==> src/rtl/ram_rd_pkg.sv <==
// Shared types for the RAM B-port read controller: FSM states and burst modes.
package ram_rd_pkg;

    typedef enum logic [1:0] {
        IDLE  = 2'd0,
        READ  = 2'd1,
        DRAIN = 2'd2
    } state_t;

    localparam logic MODE_ONESHOT = 1'b0;
    localparam logic MODE_CONT    = 1'b1;

endpackage

==> src/rtl/ram_rd_ctrl_sync_fifo.sv <==
// Small first-word-fall-through FIFO used as the read controller's output buffer.
// The head word is visible combinationally; it reads as 0 while the FIFO is empty.
module sync_fifo #(
    parameter int DATA_W = 8,
    parameter int DEPTH  = 3,
    parameter int CNT_W  = $clog2(DEPTH + 1)
) (
    input  logic              clk,
    input  logic              rst_n,
    input  logic              push,
    input  logic [DATA_W-1:0] push_data,
    input  logic              pop,
    output logic [DATA_W-1:0] pop_data,
    output logic              full,
    output logic              empty,
    output logic [CNT_W-1:0]  count
);

    localparam int PTR_W = (DEPTH > 1) ? $clog2(DEPTH) : 1;

    logic [DATA_W-1:0] mem_reg [DEPTH];
    logic [PTR_W-1:0]  wr_ptr_reg;
    logic [PTR_W-1:0]  rd_ptr_reg;
    logic [CNT_W-1:0]  count_reg;
    logic              do_push;
    logic              do_pop;

    // Depth need not be a power of two, so pointers wrap explicitly.
    function automatic logic [PTR_W-1:0] ptr_inc(input logic [PTR_W-1:0] p);
        return (p == PTR_W'(DEPTH - 1)) ? '0 : p + 1'b1;
    endfunction

    assign empty    = (count_reg == '0);
    assign full     = (count_reg == CNT_W'(DEPTH));
    assign count    = count_reg;
    assign do_pop   = pop && !empty;
    assign do_push  = push && (!full || do_pop);
    assign pop_data = empty ? '0 : mem_reg[rd_ptr_reg];

    // Storage write; no reset needed since empty masks stale contents.
    always_ff @(posedge clk) begin
        if (do_push) begin
            mem_reg[wr_ptr_reg] <= push_data;
        end
    end

    // Pointer and occupancy bookkeeping.
    always_ff @(posedge clk or negedge rst_n) begin
        if (!rst_n) begin
            wr_ptr_reg <= '0;
            rd_ptr_reg <= '0;
            count_reg  <= '0;
        end else begin
            if (do_push) begin
                wr_ptr_reg <= ptr_inc(wr_ptr_reg);
            end
            if (do_pop) begin
                rd_ptr_reg <= ptr_inc(rd_ptr_reg);
            end
            case ({do_push, do_pop})
                2'b10:   count_reg <= count_reg + 1'b1;
                2'b01:   count_reg <= count_reg - 1'b1;
                default: count_reg <= count_reg;
            endcase
        end
    end

endmodule

==> src/rtl/ram_rd_ctrl.sv <==
// Read controller for the RAM B port: issues bursts of len+1 reads (one-shot or
// continuous), tracks reads in flight through the RAM latency, and returns data
// in order on a valid/ready stream. Reads are only issued when the output buffer
// is guaranteed space (buffered + in-flight < FIFO_DEPTH), so nothing is dropped.
module ram_rd_ctrl #(
    parameter int DATA_W     = 8,
    parameter int ADDR_W     = 6,
    parameter int RD_LAT     = 1,
    parameter int FIFO_DEPTH = RD_LAT + 2
) (
    input  logic              clk,
    input  logic              rst_n,
    input  logic              start,
    input  logic              mode,
    input  logic [ADDR_W-1:0] base_addr,
    input  logic [ADDR_W-1:0] len,
    input  logic              stop,
    output logic              ram_rd_en,
    output logic [ADDR_W-1:0] ram_rd_addr,
    input  logic [DATA_W-1:0] ram_rd_data,
    output logic [DATA_W-1:0] out_data,
    output logic              out_valid,
    input  logic              out_ready,
    output logic              busy,
    output logic              done
);

    import ram_rd_pkg::*;

    localparam int CNT_W = $clog2(FIFO_DEPTH + 1);

    state_t            state_reg;
    logic              mode_reg;
    logic [ADDR_W-1:0] base_reg;
    logic [ADDR_W-1:0] len_reg;
    logic [ADDR_W-1:0] addr_reg;   // next address to issue
    logic [ADDR_W-1:0] last_reg;   // most recently issued address
    logic [ADDR_W-1:0] cnt_reg;    // words issued so far in this pass
    logic [CNT_W-1:0]  in_flight_reg;
    logic [RD_LAT-1:0] vpipe_reg;
    logic              done_reg;

    logic [CNT_W-1:0]  fifo_count;
    logic              fifo_empty;
    logic              fifo_full;
    logic              credit_ok;
    logic              issue;
    logic              last_issue;
    logic              push;
    logic              pop;

    assign credit_ok  = ({1'b0, fifo_count} + {1'b0, in_flight_reg}) < (CNT_W + 1)'(FIFO_DEPTH);
    assign issue      = (state_reg == READ) && credit_ok;
    assign last_issue = (cnt_reg == len_reg);
    assign push       = vpipe_reg[RD_LAT-1];
    assign pop        = out_valid && out_ready;

    assign ram_rd_en   = issue;
    assign ram_rd_addr = (state_reg != READ) ? '0 : (issue ? addr_reg : last_reg);
    assign out_valid   = !fifo_empty;
    assign busy        = (state_reg != IDLE);
    assign done        = done_reg;

    // Burst FSM with address/issue counters and the one-cycle done pulse.
    always_ff @(posedge clk or negedge rst_n) begin
        if (!rst_n) begin
            state_reg <= IDLE;
            mode_reg  <= MODE_ONESHOT;
            base_reg  <= '0;
            len_reg   <= '0;
            addr_reg  <= '0;
            last_reg  <= '0;
            cnt_reg   <= '0;
            done_reg  <= 1'b0;
        end else begin
            done_reg <= 1'b0;
            case (state_reg)
                IDLE: begin
                    if (start) begin
                        state_reg <= READ;
                        mode_reg  <= mode;
                        base_reg  <= base_addr;
                        len_reg   <= len;
                        addr_reg  <= base_addr;
                        cnt_reg   <= '0;
                    end
                end
                READ: begin
                    if (issue) begin
                        last_reg <= addr_reg;
                        if (last_issue) begin
                            cnt_reg  <= '0;
                            addr_reg <= base_reg;
                            if (mode_reg != MODE_CONT) begin
                                state_reg <= DRAIN;
                            end
                        end else begin
                            cnt_reg  <= cnt_reg + 1'b1;
                            addr_reg <= addr_reg + 1'b1;
                        end
                    end
                    if (stop) begin
                        state_reg <= DRAIN;
                    end
                end
                DRAIN: begin
                    if ((in_flight_reg == '0) && fifo_empty) begin
                        state_reg <= IDLE;
                        done_reg  <= 1'b1;
                    end
                end
                default: state_reg <= IDLE;
            endcase
        end
    end

    // Valid shift register mirroring the RAM read latency.
    generate
        if (RD_LAT == 1) begin : g_pipe1
            always_ff @(posedge clk or negedge rst_n) begin
                if (!rst_n) vpipe_reg <= '0;
                else        vpipe_reg <= issue;
            end
        end else begin : g_pipen
            always_ff @(posedge clk or negedge rst_n) begin
                if (!rst_n) vpipe_reg <= '0;
                else        vpipe_reg <= {vpipe_reg[RD_LAT-2:0], issue};
            end
        end
    endgenerate

    // Count of reads issued whose data has not yet landed in the buffer.
    always_ff @(posedge clk or negedge rst_n) begin
        if (!rst_n) begin
            in_flight_reg <= '0;
        end else begin
            case ({issue, push})
                2'b10:   in_flight_reg <= in_flight_reg + 1'b1;
                2'b01:   in_flight_reg <= in_flight_reg - 1'b1;
                default: in_flight_reg <= in_flight_reg;
            endcase
        end
    end

    sync_fifo #(
        .DATA_W (DATA_W),
        .DEPTH  (FIFO_DEPTH),
        .CNT_W  (CNT_W)
    ) u_fifo (
        .clk       (clk),
        .rst_n     (rst_n),
        .push      (push),
        .push_data (ram_rd_data),
        .pop       (pop),
        .pop_data  (out_data),
        .full      (fifo_full),
        .empty     (fifo_empty),
        .count     (fifo_count)
    );

    // The credit check must make a push into a full buffer impossible.
    a_no_overflow: assert property (@(posedge clk) disable iff (!rst_n) !(push && fifo_full && !pop));

endmodule
==> config.mk <==
export PLATFORM = sky130hd
export DESIGN_NAME = ram_rd_ctrl
export DESIGN_NICKNAME = d
export VERILOG_FILES = /design/src/rtl/ram_rd_pkg.sv /design/src/rtl/ram_rd_ctrl_sync_fifo.sv /design/src/rtl/ram_rd_ctrl.sv
export SDC_FILE = /design/constraint.sdc
export NUM_CORES = 1
export LEC_CHECK = 0
export BUFFER_PORTS_ARGS = -buffer_cell sky130_fd_sc_hd__buf_2
export CELL_PAD_IN_SITES_DETAIL_PLACEMENT = 1
export CELL_PAD_IN_SITES_GLOBAL_PLACEMENT = 2
export CORE_ASPECT_RATIO = 2
export CORE_MARGIN = 4
export CORE_UTILIZATION = 32
export DETAILED_ROUTE_END_ITERATION = 8
export PLACE_DENSITY = 0.81
export SLEW_MARGIN = 40
export SYNTH_ARGS = -nofsm -noshare
export SYNTH_HDL_FRONTEND = slang
export SYNTH_SLANG_ARGS = --single-unit
==> constraint.sdc <==
create_clock -name clk -period 2.32 [get_ports clk]
set_input_delay 0.464 -clock clk [delete_from_list [all_inputs] [get_ports clk]]
set_output_delay 0.464 -clock clk [all_outputs]
set_load 0.1 [all_outputs]
# Yosys cells after proc, flatten, opt, wreduce, memory -nomap -nowiden
# Memories as Yosys holds them, arrays and structs flattened.
# Index checks and enable logic that the tools add are counted.
# Widths: inputs -> output; s select.
# op_classes
n_mux,26
add_sub_neg,9
n_reduce_logical,18
magnitude_cmp,1
eq_ne,17
# op_table
op,count
$mux 6,8
$pmux 6 s2,2
$mux 2,8
$add 6x1->6 const B,2
$eq 2x2->1 const B,6
$ne 3x3->1 const B,3
$add 2x1->2 const B,4
$mux 8,1
$pmux 2 s2,2
$reduce_bool 2->1,4
$eq 2x1->1 const B,3
$eq 6x6->1,1
$logic_not 2->1,3
$ne 2x2->1 const B,3
$pmux 2 s3,1
$logic_and 1x1->1,5
$reduce_and 5->1,1
$mux 1,4
$sub 2x1->2 const B,2
$add 2x2->3,1
$lt 3x2->1 const B,1
$reduce_and 3->1,1
$logic_not 1->1,2
$ne 2x1->1 const B,1
2 further kinds,2
# word_totals
ramBits,24
regBits,43
out_inout_bits,18
input_bits,26
n_memories,1
word_cells,85
# mem_list
memory,words,width,read_ports,rd_clocked_by_memory_dff,wr,line,text
u_fifo.mem_reg,3,8,1,0,1,ram_rd_ctrl_sync_fifo.sv:21,logic [DATA_W-1:0] mem_reg [DEPTH];

# Longest topological paths before layout
# logic_depth
ltp_word,8
ltp_mapped,11
mapped_depth_nobuf,9

# By module
# Synthesis repeated with hierarchy kept, for this count alone.
# unflattened
hier_cells,296
hier_area_um2,3201.8
# by_module_without_submodules
mod,seq_area_each_um2,instances,area_each_um2,cells_per_inst
ram_rd_ctrl,925.9,1,1960.6,217
sync_fifo,870.8,1,1241.2,79

# Least setup slack after synthesis
# Ideal clock, no wire load.
# synth_timing
kind,reg-to-output
start,reg in_flight_reg[0]
end,out ram_rd_addr[0]
stages_incl_launch_ff,6
t_arrival_ns,2.955
setup_slack_ns,-1.099
t_required_ns,1.856
cell_sequence,dfrtp_1 > ha_1 > fa_1 > a21oi_1 > nand2_1 > a21oi_1
# synth_via
elab_chain_len,5
# synth_rtl
item,line,text
start: declaration,ram_rd_ctrl.sv:39,logic [CNT_W-1:0] in_flight_reg;
start signal: assignment,ram_rd_ctrl.sv:138,2'b10: in_flight_reg <= in_flight_reg + 1'b1;
start signal: assignment,ram_rd_ctrl.sv:139,2'b01: in_flight_reg <= in_flight_reg - 1'b1;
start signal: assignment,ram_rd_ctrl.sv:140,default: in_flight_reg <= in_flight_reg;
$add 2x2->3,ram_rd_ctrl.sv:52,"assign credit_ok = ({1'b0, fifo_count} + {1'b0, in_flight_reg}) < (CNT_W + 1)'(FIFO_DEPTH);"
$lt 3x2->1,ram_rd_ctrl.sv:52,
$logic_and 1x1->1,ram_rd_ctrl.sv:53,assign issue = (state_reg == READ) && credit_ok;
$mux 6,-,
$mux 6,ram_rd_ctrl.sv:59,assign ram_rd_addr = (state_reg != READ) ? '0 : (issue ? addr_reg : last_reg);
end: declaration,ram_rd_ctrl.sv:19,"output logic [ADDR_W-1:0] ram_rd_addr,"
# No other way between the ends.

# Worst setup path in the final report
# layout_timing
start,reg in_flight_reg[0]
end,out ram_rd_en
# layout_via
elab_chain_len,3
# layout_rtl
item,line,text
$add 2x2->3,ram_rd_ctrl.sv:52,
$lt 3x2->1,ram_rd_ctrl.sv:52,
$logic_and 1x1->1,ram_rd_ctrl.sv:53,
end: declaration,ram_rd_ctrl.sv:18,"output logic ram_rd_en,"
# No other way between the ends.

==> summary.txt <==
Logic synthesis
  • EDFF count, synth: 24
  • Post-synthesis area per instance: 10.1 µm²
  • Share of the synthesized area in the top cell type: 33.8%
  • Cell variety after synth: 44
  • Synth Warn #: 0
  • Register bit total from synthesis: 67
  • Area contributors post-synth: dfrtp_1, edfxtp_1, nand2_1
  • Cell Area, Synth: 3180 µm²
  • Gate count of the mapped netlist: 315
  • Post-synth top area cell: dfrtp_1
  • Post-synth top flop: dfrtp_1
  • Async S/R FF share, synth: 64.2%
  • Sequential fraction of the synthesis area: 56.4%
  • Syn Nets: 346

Clock network
  • Clock sinks: 67
  • Maximum clock insertion buffer count: 2
  • Htree depth: 3
  • Worst-path clk slew: 60 ps
  • CTS Root Cell: clkbuf_16
  • CTS Buf Count: 9
  • Worst-Skew Late Latency: 330 ps
  • CTS tree: built
  • # hold bufs at CTS: 0

Outcome
  • Outcome: finished, violations left
  • Violated checks: setup timing

Die
  • Row count: 51
  • Initial core utilization: 32.6%
  • Die H: 149 µm
  • Die Width: 78.5 µm
  • Ports: 44
  • Die area: 11700 µm²
  • Core ar.: 9760 µm²

Cells and area
  • Final net count: 414
  • Final cell count without fillers: 520
  • Synthesis-to-finish area growth: 35.4%
  • Antenna cells: 0
  • Finished Cell Area: 4310 µm²
  • Max FFs per register: 24
  • Proportion of layout cells with a drive suffix above 1: 32.7%
  • Number of fill cells in the layout: 1097

Global route
  • First-pass GRT wire length: 14300 µm
  • Vias in the first global route: 2864
  • Total gr overflow: 0
  • Total Routing Usage GR: 16.1%
  • Largest net degree at the start of global routing: 31
  • Initial antenna violation count: 0

Route
  • DRC: 0
  • Via density: 4.86
  • Total wire length: 8430 µm
  • Wire per inst: 16.2 µm
  • Router iterations before antenna repair: 3
  • Initial DRC count: 54
  • Via count: 2528
  • Antenna-violating nets left: 0

STA
  • Fin crit period: 2720 ps
  • Worst Tran Pin Value: 744 ps
  • Unrepaired setup endpoints after global routing: yes
  • Setup ws final: -404 ps
  • Final Hold Viols: 0
  • Final setup fails: 12
  • Fmax: 367 MHz
  • Final Skew: 5.68 ps
  • Slew Limit Fails: 0
  • Total negative slack: -3030 ps
  • Tcrit/Tclk final: 117%
  • Slew Limit Headroom: 50.4%

Critical path
  • CP endpoint kind: output port
  • Largest fanout on the critical path: 4
  • WP data arrival: 2260 ps
  • Critical path startpoint category: flip-flop
  • R2R setup slack: -170 ps
  • Setup CP Type: reg -> out
  • Worst r2r path cells: 12
  • R2R Path End: in_flight_reg[1]
  • CP Data Required Time: 1860 ps
  • Reg2reg start: in_flight_reg[0]

Min path
  • Min-delay worst type: in -> async

Placed design
  • Placed Area: 3880 µm²
  • Routability cong.: 0.779
  • Placed cell count: 499
  • Port Buffer Count: 43
  • HPWL after detailed placement: 6490 µm

Run
  • Max cap viols: 0
## synthesized netlist by cell type, types with 2 or more instances
| library cell | instances |
|---|---|
| nand2_1 | 76 |
| dfrtp_1 | 43 |
| nor2_1 | 26 |
| edfxtp_1 | 24 |
| o21ai_0 | 20 |
| a21oi_1 | 17 |
| xnor2_1 | 10 |
| buf_2 | 8 |
| mux2i_1 | 8 |
| nand3_1 | 8 |
| inv_1 | 7 |
| a21o_1 | 5 |
| nor3_1 | 5 |
| clkbuf_1 | 4 |
| ha_1 | 4 |
| nor3b_1 | 3 |
| o2111ai_1 | 3 |
| o21a_1 | 3 |
| o31ai_1 | 3 |
| or3_1 | 3 |
| xor2_1 | 3 |
| a21boi_0 | 2 |
| a31oi_1 | 2 |
| buf_6 | 2 |
| nand2b_1 | 2 |
| nor2b_1 | 2 |
| nor4_1 | 2 |
| o211a_1 | 2 |
| o211ai_1 | 2 |
| o2bb2ai_1 | 2 |
## cell families after synthesis
logic type                 after synthesis  share of synthesized area, %
adders and majority gates                5                          2.20
DFF                                     67                          56.4
buffers and inverters                   22                          3.42
and+or+nand+nor                        134                          18.6
xor gates and xnor gates                13                          3.58
AOI/OAI and AO/OA                       66                          13.3
muxes                                    8                          2.51
## metrics by stage
step	utilization, %	worst slack, ps	hold slack (ps)
after floorplan	-	-159	168
after detailed placement	39.7	-151	464
final	44.2	-404	193
after global routing	44.2	-456	246
after global placement	39.7	-56.5	459
after CTS	43.6	-429	211
## cell type report
type                       count  area [µm²]  area share [%]
sequential                    67        1800            41.7
tap                          132         165            3.83
inverter                       7        28.8           0.667
multi-input combinational    226        1470            34.1
clock inverter                 6        42.5           0.986
timing repair buffer          72         578            13.4
clock buffer                  10         229            5.31
## metal layers
| metal | track usage, % | vias up | part of all wire, % |
|---|---|---|---|
| li1 | - | 1227 | - |
| met4 | 8.58 | 0 | 3.9 |
| met5 | 0 | - | 0 |
| met2 | 30.4 | 49 | 58 |
| met3 | 3.57 | 20 | 3.1 |
| met1 | 15.7 | 1232 | 35 |
## how the worst max path moves through the flow
stage                     startpoint               end  slack [ps]
floorplan           in_flight_reg[0]    ram_rd_addr[2]        -160
global placement    in_flight_reg[0]         ram_rd_en         -60
detailed placement  in_flight_reg[0]  in_flight_reg[1]        -150
CTS                 in_flight_reg[0]    ram_rd_addr[1]        -430
global route        in_flight_reg[0]    ram_rd_addr[1]        -460
finish              in_flight_reg[0]         ram_rd_en        -400
## placed cells by master (no fill, tap or decap), types with 2 or more instances in the layout
master / netlist / layout
nor3b_1: 3 / 3
nand2_2: 1 / 6
nor2_4: 1 / 2
xor2_1: 3 / 3
buf_6: 2 / 4
nand2_1: 76 / 70
nor3_1: 5 / 4
o2bb2ai_1: 2 / 2
a31oi_1: 2 / 2
or3_1: 3 / 3
buf_4: 0 / 23
nor2b_1: 2 / 2
inv_1: 7 / 6
o211a_1: 2 / 2
nor2_1: 26 / 17
mux2i_1: 8 / 8
o21ai_0: 20 / 19
buf_2: 8 / 36
xnor2_1: 10 / 9
dfrtp_2: 0 / 2
dfrtp_1: 43 / 41
o211ai_1: 2 / 2
a21oi_4: 0 / 6
clkbuf_16: 0 / 9
o2111ai_1: 3 / 3
clkinv_4: 0 / 3
o21a_1: 3 / 3
buf_12: 0 / 9
a21o_1: 5 / 4
nand2b_1: 2 / 2
ha_1: 4 / 2
nor2_2: 0 / 8
edfxtp_1: 24 / 24
nand3_1: 8 / 8
a21oi_1: 17 / 10
## critical path, stage by stage, from the launching register on
cell and delay (ps):
dfrtp_1 410, ha_2 200, fa_1 490, a21o_4 270, buf_6 120, nor2_4 130, buf_12 140, buf_12 160
## what timing repair did
item,4_1_cts,5_1_grt
pin swaps,12,7
setup buffers,2,3
endpoints found under the setup margin,25,27
gates cloned,0,0
gates resized for setup,25,7
Power is not shown: default switching activity piles up to over one toggle a cycle in this logic, so the estimate is an artifact.
